==> config.mk <==
export PLATFORM = sky130hd
export DESIGN_NAME = seq_mult_param
export DESIGN_NICKNAME = d
export VERILOG_FILES = /design/src/rtl/seq_mult_param.sv
export SDC_FILE = /design/constraint.sdc
export NUM_CORES = 1
export LEC_CHECK = 0
export ABC_AREA = 0
export BUFFER_PORTS_ARGS = -buffer_cell sky130_fd_sc_hd__buf_2
export CAP_MARGIN = 20
export CORE_ASPECT_RATIO = 0.8
export CORE_MARGIN = 2
export CORE_UTILIZATION = 25
export DETAILED_ROUTE_END_ITERATION = 10
export PLACE_DENSITY = 0.54
export SYNTH_ARGS = -nofsm -noshare
export SYNTH_HDL_FRONTEND = slang
export SYNTH_SLANG_ARGS = --single-unit
==> constraint.sdc <==
create_clock -name clk -period 2.5 [get_ports clk]
set_input_delay 0.25 -clock clk [delete_from_list [all_inputs] [get_ports clk]]
set_output_delay 0.25 -clock clk [all_outputs]
set_load 0.02 [all_outputs]
==> src/rtl/seq_mult_param.sv <==
// Parametrised sequential shift-and-add multiplier with a start/busy/done handshake.
// Operands are reduced to magnitudes at start, multiplied unsigned over WIDTH steps, and
// the sign is restored on the final edge, so the signed and unsigned paths share one datapath.
module seq_mult_param #(
    parameter int WIDTH = 16
) (
    input  logic                 clk,
    input  logic                 r,
    input  logic                 start,
    input  logic                 signed_mode,
    input  logic [WIDTH-1:0]     a,
    input  logic [WIDTH-1:0]     b,
    output logic                 busy,
    output logic                 done,
    output logic [2*WIDTH-1:0]   result
);

    // Counter must hold the value WIDTH itself.
    localparam int CW = $clog2(WIDTH + 1);

    localparam logic [1:0] IDLE = 2'd0;
    localparam logic [1:0] RUN  = 2'd1;
    localparam logic [1:0] FIN  = 2'd2;

    generate
        if (WIDTH < 4 || WIDTH > 32) begin : gWidthCheck
            $error("seq_mult_param: WIDTH must lie in 4..32");
        end
    endgenerate

    logic [1:0]         state;
    logic [1:0]         stateNext;
    logic               signedReg;
    logic               negReg;
    logic [WIDTH-1:0]   magA;
    logic [WIDTH-1:0]   accHi;
    logic [WIDTH-1:0]   accLo;
    logic [CW-1:0]      count;
    logic               doneReg;
    logic [2*WIDTH-1:0] resultReg;

    logic [WIDTH-1:0]   aMag;
    logic [WIDTH-1:0]   bMag;
    logic               negIn;
    logic [WIDTH:0]     addend;
    logic [WIDTH:0]     stepSum;
    logic [2*WIDTH-1:0] product;
    logic [2*WIDTH-1:0] productNeg;
    logic               lastStep;

    // Operand conditioning at start: magnitudes (the most negative value maps onto itself,
    // which is the correct unsigned magnitude 2^(WIDTH-1)) and the product sign.
    always_comb begin
        aMag  = a;
        bMag  = b;
        negIn = 1'b0;
        if (signed_mode) begin
            if (a[WIDTH-1]) aMag = ~a + WIDTH'(1);
            if (b[WIDTH-1]) bMag = ~b + WIDTH'(1);
            negIn = a[WIDTH-1] ^ b[WIDTH-1];
        end
    end

    // One shift-add step: the multiplier bit sits in accLo[0]; the carry is kept in the
    // extra sum bit and shifted down into accHi.
    always_comb begin
        addend     = accLo[0] ? {1'b0, magA} : '0;
        stepSum    = {1'b0, accHi} + addend;
        product    = {accHi, accLo};
        productNeg = ~product + (2 * WIDTH)'(1);
        lastStep   = (count == CW'(1));
    end

    // Next-state decode.
    always_comb begin
        stateNext = state;
        unique case (state)
            IDLE:    if (start) stateNext = RUN;
            RUN:     if (lastStep) stateNext = FIN;
            FIN:     stateNext = IDLE;
            default: stateNext = IDLE;
        endcase
    end

    // State and datapath registers; reset aborts any operation without touching done/result
    // beyond clearing them.
    always_ff @(posedge clk or negedge r) begin
        if (!r) begin
            state     <= IDLE;
            signedReg <= 1'b0;
            negReg    <= 1'b0;
            magA      <= '0;
            accHi     <= '0;
            accLo     <= '0;
            count     <= '0;
            doneReg   <= 1'b0;
            resultReg <= '0;
        end else begin
            state   <= stateNext;
            doneReg <= 1'b0;
            unique case (state)
                IDLE: begin
                    if (start) begin
                        signedReg <= signed_mode;
                        negReg    <= negIn;
                        magA      <= aMag;
                        accHi     <= '0;
                        accLo     <= bMag;
                        count     <= CW'(WIDTH);
                    end
                end
                RUN: begin
                    accHi <= stepSum[WIDTH:1];
                    accLo <= {stepSum[0], accLo[WIDTH-1:1]};
                    count <= count - CW'(1);
                end
                FIN: begin
                    resultReg <= (signedReg && negReg) ? productNeg : product;
                    doneReg   <= 1'b1;
                end
                default: ;
            endcase
        end
    end

    // busy covers RUN and FIN; it drops on the same edge that raises done.
    always_comb begin
        busy   = (state != IDLE);
        done   = doneReg;
        result = resultReg;
    end

endmodule

==> impl_results.md, run 1 <==
- Status: finished clean
- Clk_lat worst skew: 350 ps
- Syn Inst Count: 640
- Min Tclk post-route: 2410 ps
- CTS root buffer: clkbuf_16
- Worst Tran Pin Value: 733 ps
- Average wire per standard cell: 14.5 um
- Commonest cells after routing, fill and taps aside: dfrtp_1 (89), o21ai_0 (82), nand2_1 (81)
- Most common cell after layout, fill and taps aside: dfrtp_1
- Critical path class: reg2reg
- Worst Hold Class: in2reg
- I/O pins: 70
- Max Cap Violations: 0
- GP Congestion: 0.840
- CORE AREA: 0.0218 sq mm
- Synth unique cells: 57
- Post-Syn Area: 0.00560 sq mm
- DRC: 0
- FF-to-FF Start: accLo[0]$_DFFE_PN0P_
- Syn Area/Cell: 8.75 sq um
- Fin area: 0.00681 sq mm
- Die ar.: 0.0236 sq mm
- Met2 GRT Util: 0.163
- Worst vdd ir: 0.000410 V
- GRT met1 Usage: 0.216
- Antenna violations before repair: 3
- Worst reg-to-reg path cell count: 11
- Max_slew headroom: 0.510
- Hold Crit Depth: 3
- Pleak: 2.98 nW
- Clock Skew: 7.36 ps
- Clock buffer depth: 2
- Worst path required time: 2750 ps
- Die Y: 138 um
- Post-Layout Cell Count: 1028
- Most Crowded Layer GR: met1
- Synth warn: 0
- Yosys top cell area share: 0.402
- Area leader, netlist: dfrtp_1
- Number of global-route vias before repair: 4361
- Sequential area share after synthesis: 0.402
- Sum of negative setup slack: 0 ps
- WHS: 184 ps
- P&R area growth vs syn: 21.6%
- Final setup violation count: 0
- Startpoint Class: flip-flop
- CTS Sinks: 90
- Cell family with most CP delay: compound AO/OA/AOI/OAI gates
- Endpoints failing hold: 0
- Starting density of the core: 0.257
- Die Wd: 171 um
- Synth area leaders: dfrtp_1 (40%), o21ai_0 (7.3%), nand2_1 (5.4%)
- First-pass GRT wire length: 23900 um
- Finished Core Util: 0.313
- Ys async rst share: 1.00
- Total global routing overflow: 0
- CP max stage delay: 410 ps
- Initial DRC count: 312
- Crit. End Element: flip-flop
- GR Util All Layers: 0.130
- Port bufs: 69
- H-tree depth: 3
- Via count: 4827
- Tcrit/Tclk final: 0.966
- Critical path peak fanout: 8
- # rows: 48
- Syn nets: 698
- DP Area: 0.00642 sq mm
- First-pass DRT Iterations: 4
- CTS tree: yes
- Detailed-placement wirelength estimate: 11400 um
- WP depth: 11
- CTS Buf Count: 9
- WL final: 14900 um
- Worst-path clk slew: 70 ps
- CP Cell Sequence: and2_1 -> ha_1 -> inv_1 -> fa_1 -> nor2b_1 -> o2111ai_2 -> a21oi_1 -> o41ai_1 -> buf_4 -> nor3b_1 -> o31ai_1
- Layout cells sized above 1: 0.185
- Grt met3 use: 0.0314
- Worst EP arrival: 2670 ps
- Post-synth EDFFs: 0
- Hold Crit Start: a[15]
- Vias per cell: 4.70
- Critical-path top delay cell: dfrtp_2
- Inst Count DP: 1006
- Max Freq: 414 MHz
- Fillers: 2325
- Worst path buffer plus inverter count: 2
- Crit path launch: accLo[0]$_DFFE_PN0P_
- #FFs+latches synth: 90
- Fin nets: 779
- Pwr/cell area: 1210 mW/mm^2
- Detail Route Antenna Nets: 0
- Max-slew violations: 0
- Largest net degree at the start of global routing: 49
- Top FF cell, synth: dfrtp_1
==> tightest hold or removal path, cell delays in order <==
cell and delay (ps):
buf_2 130, nand3_1 70, nand2_1 50
==> registers in the layout, summed over array words and instances (netlist names) <==
signal and count:
result 32, accHi 16, accLo 16, magA 16, count 5, state 2
done 1, negReg 1, signedReg 1
==> path summary, 6_finish.rpt <==
| kind | to | slack [ps] |
|---|---|---|
| min in group asynchronous | result[25]$_DFFE_PN0P_ | 470 |
| setup reg to reg | accHi[11]$_DFFE_PN0P_ | 90 |
| max in group asynchronous | accLo[0]$_DFFE_PN0P_ | 1390 |
| setup / recovery | accHi[11]$_DFFE_PN0P_ | 90 |
| hold / removal | magA[15]$_DFFE_PN0P_ | 180 |
| hold reg to reg | result[25]$_DFFE_PN0P_ | 470 |
==> where the power goes <==
group | switching [mW] | internal, mW
logic | 2.32 | 1.70
registers | 0.600 | 2.10
clock network | 0.643 | 0.898
==> cell type report <==
| type | count | area [sq um] | area share |
|---|---|---|---|
| sequential | 90 | 2250 | 0.331 |
| multi-input combinational | 500 | 3160 | 0.464 |
| tap | 300 | 375 | 0.0551 |
| timing repair buffer | 104 | 626 | 0.0918 |
| antenna | 2 | 5.00 | 0.000735 |
| clock buffer | 9 | 225 | 0.0331 |
| inverter | 16 | 60.1 | 0.00882 |
| clock inverter | 7 | 108 | 0.0158 |
==> repair_timing <==
item	in CTS	in global routing
endpoints found under the setup margin	0	6
endpoints found under the hold margin	46	0
hold buffers	1	0
buffers inserted	0	3
gates resized for setup	0	6
==> through the flow <==
step                      setup slack [ps]  power [mW]
after floorplan                       91.4        5.36
after global placement                 145        6.66
after detailed placement              63.8        6.71
after CTS                             56.0        8.27
after global routing                 -17.1        8.98
final                                 85.2        8.27
==> cell usage after synthesis, drive strengths merged, types with 7 or more instances <==
| cell | n |
|---|---|
| a21o | 10 |
| a21oi | 30 |
| a22oi | 14 |
| a31oi | 9 |
| and2 | 22 |
| clkbuf | 30 |
| dfrtp | 90 |
| ha | 21 |
| inv | 16 |
| nand2 | 81 |
| nand3 | 24 |
| nand4 | 7 |
| nor2 | 34 |
| nor3 | 19 |
| o21ai | 84 |
| o31ai | 11 |
| or4 | 7 |
| xnor2 | 32 |
| xor2 | 31 |
==> layer usage <==
metal / part of all wire / vias to the layer above / wire [um]
li1: - / 2463 / -
met1: 0.57 / 2228 / 8540
met2: 0.36 / 123 / 5380
met3: 0.058 / 11 / 870
met4: 0.0079 / 2 / 118
met5: 0.00087 / - / 13
==> kinds of logic (layout without fill, tap and decap cells) <==
family / Yosys count / count (layout) / share of synthesized area
DFF: 90 / 90 / 0.402
xor gates and xnor gates: 63 / 63 / 0.0985
and+or+nand+nor: 228 / 228 / 0.209
other: 0 / 2 / 0
muxes: 2 / 2 / 0.00357
buffers and inverters: 50 / 136 / 0.0377
AOI/OAI and AO/OA: 185 / 185 / 0.199
adders and majority gates: 22 / 22 / 0.0505
(Power assumes the default switching activity.)
==> run 2: changes to the inputs <==
--- a/config.mk
+++ b/config.mk
@@ -12,7 +12,7 @@
 export CORE_MARGIN = 2
 export CORE_UTILIZATION = 25
 export DETAILED_ROUTE_END_ITERATION = 10
-export PLACE_DENSITY = 0.54
+export PLACE_DENSITY_LB_ADDON = 0.12
 export SYNTH_ARGS = -nofsm -noshare
 export SYNTH_HDL_FRONTEND = slang
 export SYNTH_SLANG_ARGS = --single-unit
==> constraint.sdc (replaced) <==
create_clock -name clk -period 2.3 [get_ports clk]
set_input_delay 0.23 -clock clk [delete_from_list [all_inputs] [get_ports clk]]
set_output_delay 0.23 -clock clk [all_outputs]
set_load 0.02 [all_outputs]
==> run 2 against run 1 <==
Net effect: cell count is 2.5% higher; largest power group unchanged; combinational power is 31% higher; worst setup slack worse by 130 ps; clock skew is 1.8 ps higher; final area is 5.5% higher; the run now ends with setup timing left.
==> impl_results.md, run 2 (synthesis gave the netlist of run 1 again) <==
- # rows: 48 (unchanged)
- Endpoints failing hold: 0 (unchanged)
- GR Util All Layers: 0.148 (+0.0178)
- Detail Route Antenna Nets: 0 (unchanged)
- Detailed-placement wirelength estimate: 12800 um (+12%)
- Clk_lat worst skew: 360 ps (about the same)
- Max Freq: 426 MHz (+2.9%)
- Number of global-route vias before repair: 4843 (+11%)
- Finished Core Util: 0.330 (+0.0171)
- Fin nets: 807 (+3.6%)
- Critical path class: reg2reg
- WHS: 159 ps (-24.4 ps)
- First-pass DRT Iterations: 4 (unchanged)
- WL final: 16900 um (+13%)
- Via count: 4909 (+1.7%)
- Most common cell after layout, fill and taps aside: dfrtp_1
- CP max stage delay: 430 ps (+20 ps)
- Commonest cells after routing, fill and taps aside: dfrtp_1 (90), o21ai_0 (80), nand2_1 (79)
- Pwr/cell area: 1350 mW/mm^2 (+11%)
- Met3 WL: 517 um (-41%)
- CP Cell Sequence: buf_6 -> and2_1 -> ha_1 -> o211ai_1 -> a21oi_1 -> a21boi_1 -> buf_4 -> or4_1 -> nand3_1
- First-pass GRT wire length: 26700 um (+12%)
- CORE AREA: 0.0218 sq mm (unchanged)
- PnR worst setup slack: -47.2 ps (-132 ps)
- Vias per cell: 4.66 (-0.81%)
- Die Y: 138 um (unchanged)
- Power Total: 9.72 mW (+18%)
- Hold Crit Start: a[15]
- Pleak: 3.14 nW (+5.5%)
- CTS Buf Count: 9 (unchanged)
- GP Congestion: 0.812 (-3.3%)
- Max_slew headroom: 0.526 (+0.0156)
- Top layer in use: met4
- Worst Tran Pin Value: 709 ps (-23.4 ps)
- Average wire per standard cell: 16.0 um (+10%)
- Min Tclk post-route: 2350 ps (-67.6 ps)
- Wire length on met2: 6930 um (+29%)
- DRT met1 WL: 9250 um (+8.4%)
- Largest net degree at the start of global routing: 63 (+29%)
- Crit. End Element: flip-flop
- Worst-path clk slew: 70 ps (about the same)
- Total global routing overflow: 0 (unchanged)
- Tcrit/Tclk final: 1.02 (+0.0546)
- Crit path launch: accLo[0]$_DFFE_PN0P_
- CTS Sinks: 90 (unchanged)
- H-tree depth: 3 (unchanged)
- CTS tree: yes
- Max reg flops: 32 (unchanged)
- Clock buffer depth: 2 (unchanged)
- Layout cells sized above 1: 0.244 (+0.0595)
- Worst path required time: 2590 ps (-160 ps)
- Starting density of the core: 0.257 (unchanged)
- Status: complete, but fails checks
- CTS root buffer: clkbuf_16
- I/O pins: 70 (unchanged)
- Critical path peak fanout: 7 (-1)
- Die Wd: 171 um (unchanged)
- Startpoint Class: flip-flop
- Critical-path top delay cell: dfrtp_1
- Violated checks: setup timing
- Initial DRC count: 290 (-7.1%)
- Max-slew violations: 0 (unchanged)
- DRC: 0 (unchanged)
- Worst vdd ir: 0.000493 V (+20%)
- Clock Skew: 9.20 ps (+1.84 ps)
- Die ar.: 0.0236 sq mm (unchanged)
- FF-to-FF Start: accLo[0]$_DFFE_PN0P_
- Max Cap Violations: 0 (unchanged)
- Port bufs: 69 (unchanged)
- Antenna violations before repair: 0 (-3)
- RSZ-0062 raised after global routing: true
- Worst EP arrival: 2630 ps (-40 ps)
- Antenna diodes: 0 (-2)
- Final setup violation count: 1 (+1)
- P&R area growth vs syn: 28.2%
- Worst Hold Class: in2reg
==> run 2: where the power goes <==
part	leakage (nW)	total, mW	switching (mW)	internal, mW
Clock	0.159	1.61	0.688	0.920
Combinational	1.89	5.28	2.99	2.29
Sequential	1.10	2.83	0.548	2.28
Total	3.14	9.72	4.22	5.49
==> run 2: through the flow <==
step	instances	area [sq um]	setup slack (ps)	setup TNS [ps]
final	1054	7190	-47.2	-47.2
after detailed placement	1030	6620	-88.4	-151
after floorplan	640	5620	1.28	0
after global routing	1054	7190	-103	-615
after global placement	1030	6620	-62.7	-64.8
after CTS	1048	7020	3.77	0
==> run 2: path summary, 6_finish.rpt <==
kind,end,slack [ps],cells past startpoint
setup / recovery,accHi[14]$_DFFE_PN0P_,-50,9
hold / removal,magA[15]$_DFFE_PN0P_,160,3
setup reg to reg,accHi[14]$_DFFE_PN0P_,-50,9
hold reg to reg,result[12]$_DFFE_PN0P_,470,2
max in group asynchronous,result[10]$_DFFE_PN0P_,1220,3
min in group asynchronous,result[24]$_DFFE_PN0P_,400,2
==> run 2: cell type report <==
type	count	area (sq um)
Fill cell	2310	14600
Multi-Input combinational cell	500	3330
Sequential cell	90	2250
Timing Repair Buffer	132	850
Tap cell	300	375
Clock buffer	11	253
Clock inverter	5	67.6
Inverter	16	60.1
==> run 2: what timing repair did <==
item,4_1_cts,5_1_grt
buffers inserted,1,6
endpoints found under the hold margin,32,0
pin swaps,5,13
hold buffers,1,0
cloned,0,1
setup endpoints to repair,5,17
gates resized for setup,12,27
==> run 2: worst max-delay path, delay by kind of cell (launching register included) <==
kind,cells,cell delay [ps]
AOI/OAI and AO/OA,3,460
and+or+nand+nor,3,660
buffers and inverters,2,300
adders and majority gates,1,420
DFF,1,430
==> run 2: layer usage <==
metal / track usage / vias up
li1: - / 2509
met3: 0.0240 / 9
met5: 0 / -
met4: 0.0372 / 0
met1: 0.231 / 2313
met2: 0.209 / 78
==> run 3: changes to the inputs <==
--- a/config.mk
+++ b/config.mk
@@ -5,7 +5,7 @@
 export SDC_FILE = /design/constraint.sdc
 export NUM_CORES = 1
 export LEC_CHECK = 0
-export ABC_AREA = 0
+export ABC_AREA = 1
 export BUFFER_PORTS_ARGS = -buffer_cell sky130_fd_sc_hd__buf_2
 export CAP_MARGIN = 20
 export CORE_ASPECT_RATIO = 0.8
==> run 3 against run 2 <==
Net effect: the run now ends clean; sequential power rose by 2%; total power fell by 8.9%; synthesized cell count rose by 32%; via count rose by 9.8%; area after synthesis rose by 6.7%; register-to-register slack improved by 380 ps; global-route usage fell by 0.12 points; critical path depth rose by 4; flip-flop and latch count did not move; final area fell by 2.2%; sequential share of layout area rose by 0.71 points; critical path type unchanged; cell count rose by 17%; highest routed layer unchanged.
==> impl_results.md, run 3 <==
- Critical path class: reg2reg
- Total global routing overflow: 0 (unchanged)
- Worst EP arrival: 2210 ps (-420 ps)
- R2r endpoint: accHi[13]$_DFFE_PN0P_
- Post-CTS setup buffer count: 0 (-1)
- CTS Sinks: 90 (unchanged)
- WL final: 17500 um (+3.5%)
- Crit. End Element: flip-flop
- Area leader, netlist: dfrtp_1
- # rows: 50 (+4.2%)
- Die Wd: 177 um (+3.2%)
- Syn nets: 901 (+29%)
- Post-synth EDFFs: 0 (unchanged)
- Cell family with most CP delay: simple AND/OR/NAND/NOR gates
- Detailed-placement wirelength estimate: 13600 um (+6.5%)
- Worst reg-to-reg path cell count: 13 (+4)
- Cell mode on critical path: nand2_1
- Vias per cell: 4.38 (-6.0%)
- I/O pins: 70 (unchanged)
- Syn Inst Count: 843 (+32%)
- Starting density of the core: 0.255 (-0.00223)
- Max_slew headroom: 0.669 (+0.143)
- Synth unique cells: 36 (-37%)
- Yosys top cell area share: 0.377 (-0.0252)
- Sink of the worst hold path: accLo[15]$_DFFE_PN0P_
- Worst Tran Pin Value: 493 ps (-216 ps)
- WHS: 176 ps (+16.3 ps)
- RSZ-0062 raised after global routing: false
- Hold Crit Depth: 3 (unchanged)
- Detail Route Antenna Nets: 0 (unchanged)
- First-pass GRT wire length: 28600 um (+7.1%)
- Top FF cell, synth: dfrtp_1
- Hold Crit Start: b[15]
- Post-Syn Area: 0.00598 sq mm (+6.7%)
- Most common cell after layout, fill and taps aside: nand2_1
- First-pass DRT Iterations: 4 (unchanged)
- Max Cap Violations: 0 (unchanged)
- Worst path buffer plus inverter count: 2 (unchanged)
- Port bufs: 69 (unchanged)
- Die ar.: 0.0252 sq mm (+6.5%)
- Synth warn: 0 (unchanged)
- Reg area: 0.00225 sq mm (unchanged)
- Reg2reg setup slack: 340 ps (+380 ps)
- Min Tclk post-route: 1960 ps (-384 ps)
- Clock buffer depth: 2 (unchanged)
- Antenna violations before repair: 0 (unchanged)
- Fin nets: 972 (+20%)
- Number of global-route vias before repair: 5171 (+6.8%)
- CORE AREA: 0.0235 sq mm (+7.6%)
- Syn Area/Cell: 7.09 sq um (-19%)
- GP Congestion: 0.871 (+7.2%)
- Max reg flops: 32 (unchanged)
- Clock Skew: 5.66 ps (-3.54 ps)
- GR Util All Layers: 0.147 (-0.00119)
- Ys async rst share: 1.00 (unchanged)
- Max-slew violations: 0 (unchanged)
- #FFs+latches synth: 90 (unchanged)
- Synth area leaders: dfrtp_1 (38%), nand2_1 (16%), nand3_1 (6.4%)
- Max Freq: 509 MHz (+20%)
- H-tree depth: 3 (unchanged)
- Layout cells sized above 1: 0.144 (-0.100)
- Final setup violation count: 0 (-1)
- Sum of negative setup slack: 0 ps (+47.2 ps)
- CTS tree: yes
- Area of the multi-input gates: 0.00327 sq mm (-1.8%)
- Commonest cells after routing, fill and taps aside: nand2_1 (250), dfrtp_1 (90), inv_1 (86)
- DRC: 0 (unchanged)
- Average wire per standard cell: 14.2 um (-11%)
- Critical-path top delay cell: fa_1
- Largest net degree at the start of global routing: 50 (-21%)
- Initial DRC count: 273 (-5.9%)
- CTS root buffer: clkbuf_16
- Die Y: 142 um (+3.2%)
- Endpoints failing hold: 0 (unchanged)
- Via count: 5391 (+9.8%)
- Most common cell in the netlist: nand2_1
- CP max stage delay: 430 ps (about the same)
- FF-to-FF Start: accLo[0]$_DFFE_PN0P_
- Clk_lat worst skew: 350 ps (about the same)
- CTS Buf Count: 9 (unchanged)
- Worst path required time: 2540 ps (-50 ps)
- P&R area growth vs syn: 17.6%
- Sequential area share after synthesis: 0.377 (-0.0252)
- Tcrit/Tclk final: 0.854 (-0.167)
- Pwr/cell area: 1260 mW/mm^2 (-6.9%)
- Fillers: 2611 (+13%)
- Worst-path clk slew: 70 ps (about the same)
- CP Cell Sequence: buf_6 -> nand2_1 -> fa_1 -> inv_1 -> nand3_1 -> nand2_2 -> nand2_1 -> nand2_1 -> nand3_1 -> nand2_1 -> nand2_1 -> nand3_1 -> nand2_1
- Worst Hold Class: in2reg
- Pleak: 3.70 nW (+18%)
- Status: finished clean
- Worst vdd ir: 0.000434 V (-12%)
- Post-synth top cells: nand2_1 (251), dfrtp_1 (90), inv_1 (86)
- Antenna diodes: 0 (unchanged)
- Critical path peak fanout: 16 (+9)
- Startpoint Class: flip-flop
[run 3: worst max path at each step]
| stage | start | end | slack [ps] | cells after the start |
|---|---|---|---|---|
| final | accLo[0]$_DFFE_PN0P_ | accHi[13]$_DFFE_PN0P_ | 340 | 13 |
| after CTS | accLo[0]$_DFFE_PN0P_ | accHi[13]$_DFFE_PN0P_ | 260 | 13 |
| after floorplan | accLo[0]$_DFFE_PN0P_ | accHi[13]$_DFFE_PN0P_ | 90 | 17 |
| after detailed placement | accLo[0]$_DFFE_PN0P_ | accHi[13]$_DFFE_PN0P_ | 280 | 13 |
| after global routing | accLo[0]$_DFFE_PN0P_ | accHi[13]$_DFFE_PN0P_ | 40 | 15 |
| after global placement | accLo[0]$_DFFE_PN0P_ | accHi[13]$_DFFE_PN0P_ | 300 | 13 |
[run 3: metal layers]
metal | up-vias | track usage | wire [um]
li1 | 2893 | - | -
met1 | 2382 | 0.238 | 10200
met2 | 105 | 0.194 | 6430
met3 | 11 | 0.0272 | 687
met4 | 0 | 0.0339 | 170
met5 | - | 0 | 0
[run 3: metrics by stage]
stage | cell area [sq um] | power, mW | cells | setup WS [ps] | util
6_report | 7030 | 8.85 | 1231 | 337 | 0.300
5_1_grt | 7030 | 9.74 | 1231 | 42.1 | 0.300
4_1_cts | 7020 | 8.96 | 1231 | 258 | 0.299
3_5_place_dp | 6720 | 7.40 | 1214 | 278 | 0.286
3_3_place_gp | 6720 | 7.44 | 1214 | 302 | 0.286
2_1_floorplan | 5980 | 5.96 | 843 | 92.6 | -
[run 3: worst register-to-register path, stage by stage, from the launching register on]
cell	delay (ps)
dfrtp_1	370
buf_6	170
nand2_1	120
fa_1	430
inv_1	70
nand3_1	70
nand2_2	110
nand2_1	50
nand2_1	110
nand3_1	110
nand2_1	80
nand2_1	50
nand3_1	60
nand2_1	50
[run 3: cell families (layout without fill, tap and decap cells)]
kind of cell | after synthesis | in the layout | share of synthesized area
AND/OR/NAND/NOR | 453 | 453 | 0.331
AO/OA/AOI/OAI | 133 | 133 | 0.124
buffers and inverters | 115 | 191 | 0.0766
flip-flops | 90 | 90 | 0.377
XOR/XNOR | 29 | 29 | 0.0425
adder cells (fa/ha/maj) | 22 | 22 | 0.0473
multiplexers | 1 | 1 | 0.00167
[run 3: area by class of cell]
class / instances / share of cell area
timing repair buffer: 84 / 0.0682
inverter: 91 / 0.0486
sequential: 90 / 0.321
multi-input combinational: 638 / 0.465
tap: 312 / 0.0556
clock inverter: 7 / 0.00979
clock buffer: 9 / 0.0321
[run 3: what timing repair did]
item,in CTS,in global routing
gates resized for setup,0,2
endpoints found under the hold margin,31,0
hold buffers,1,0
endpoints found under the setup margin,0,1
[run 3: power breakdown]
| group | leakage, nW | switching [mW] | internal [mW] |
|---|---|---|---|
| combinational | 2.40 | 2.87 | 1.59 |
| clock | 0.142 | 0.667 | 0.841 |
| sequential | 1.16 | 0.623 | 2.25 |
| total | 3.70 | 4.16 | 4.69 |
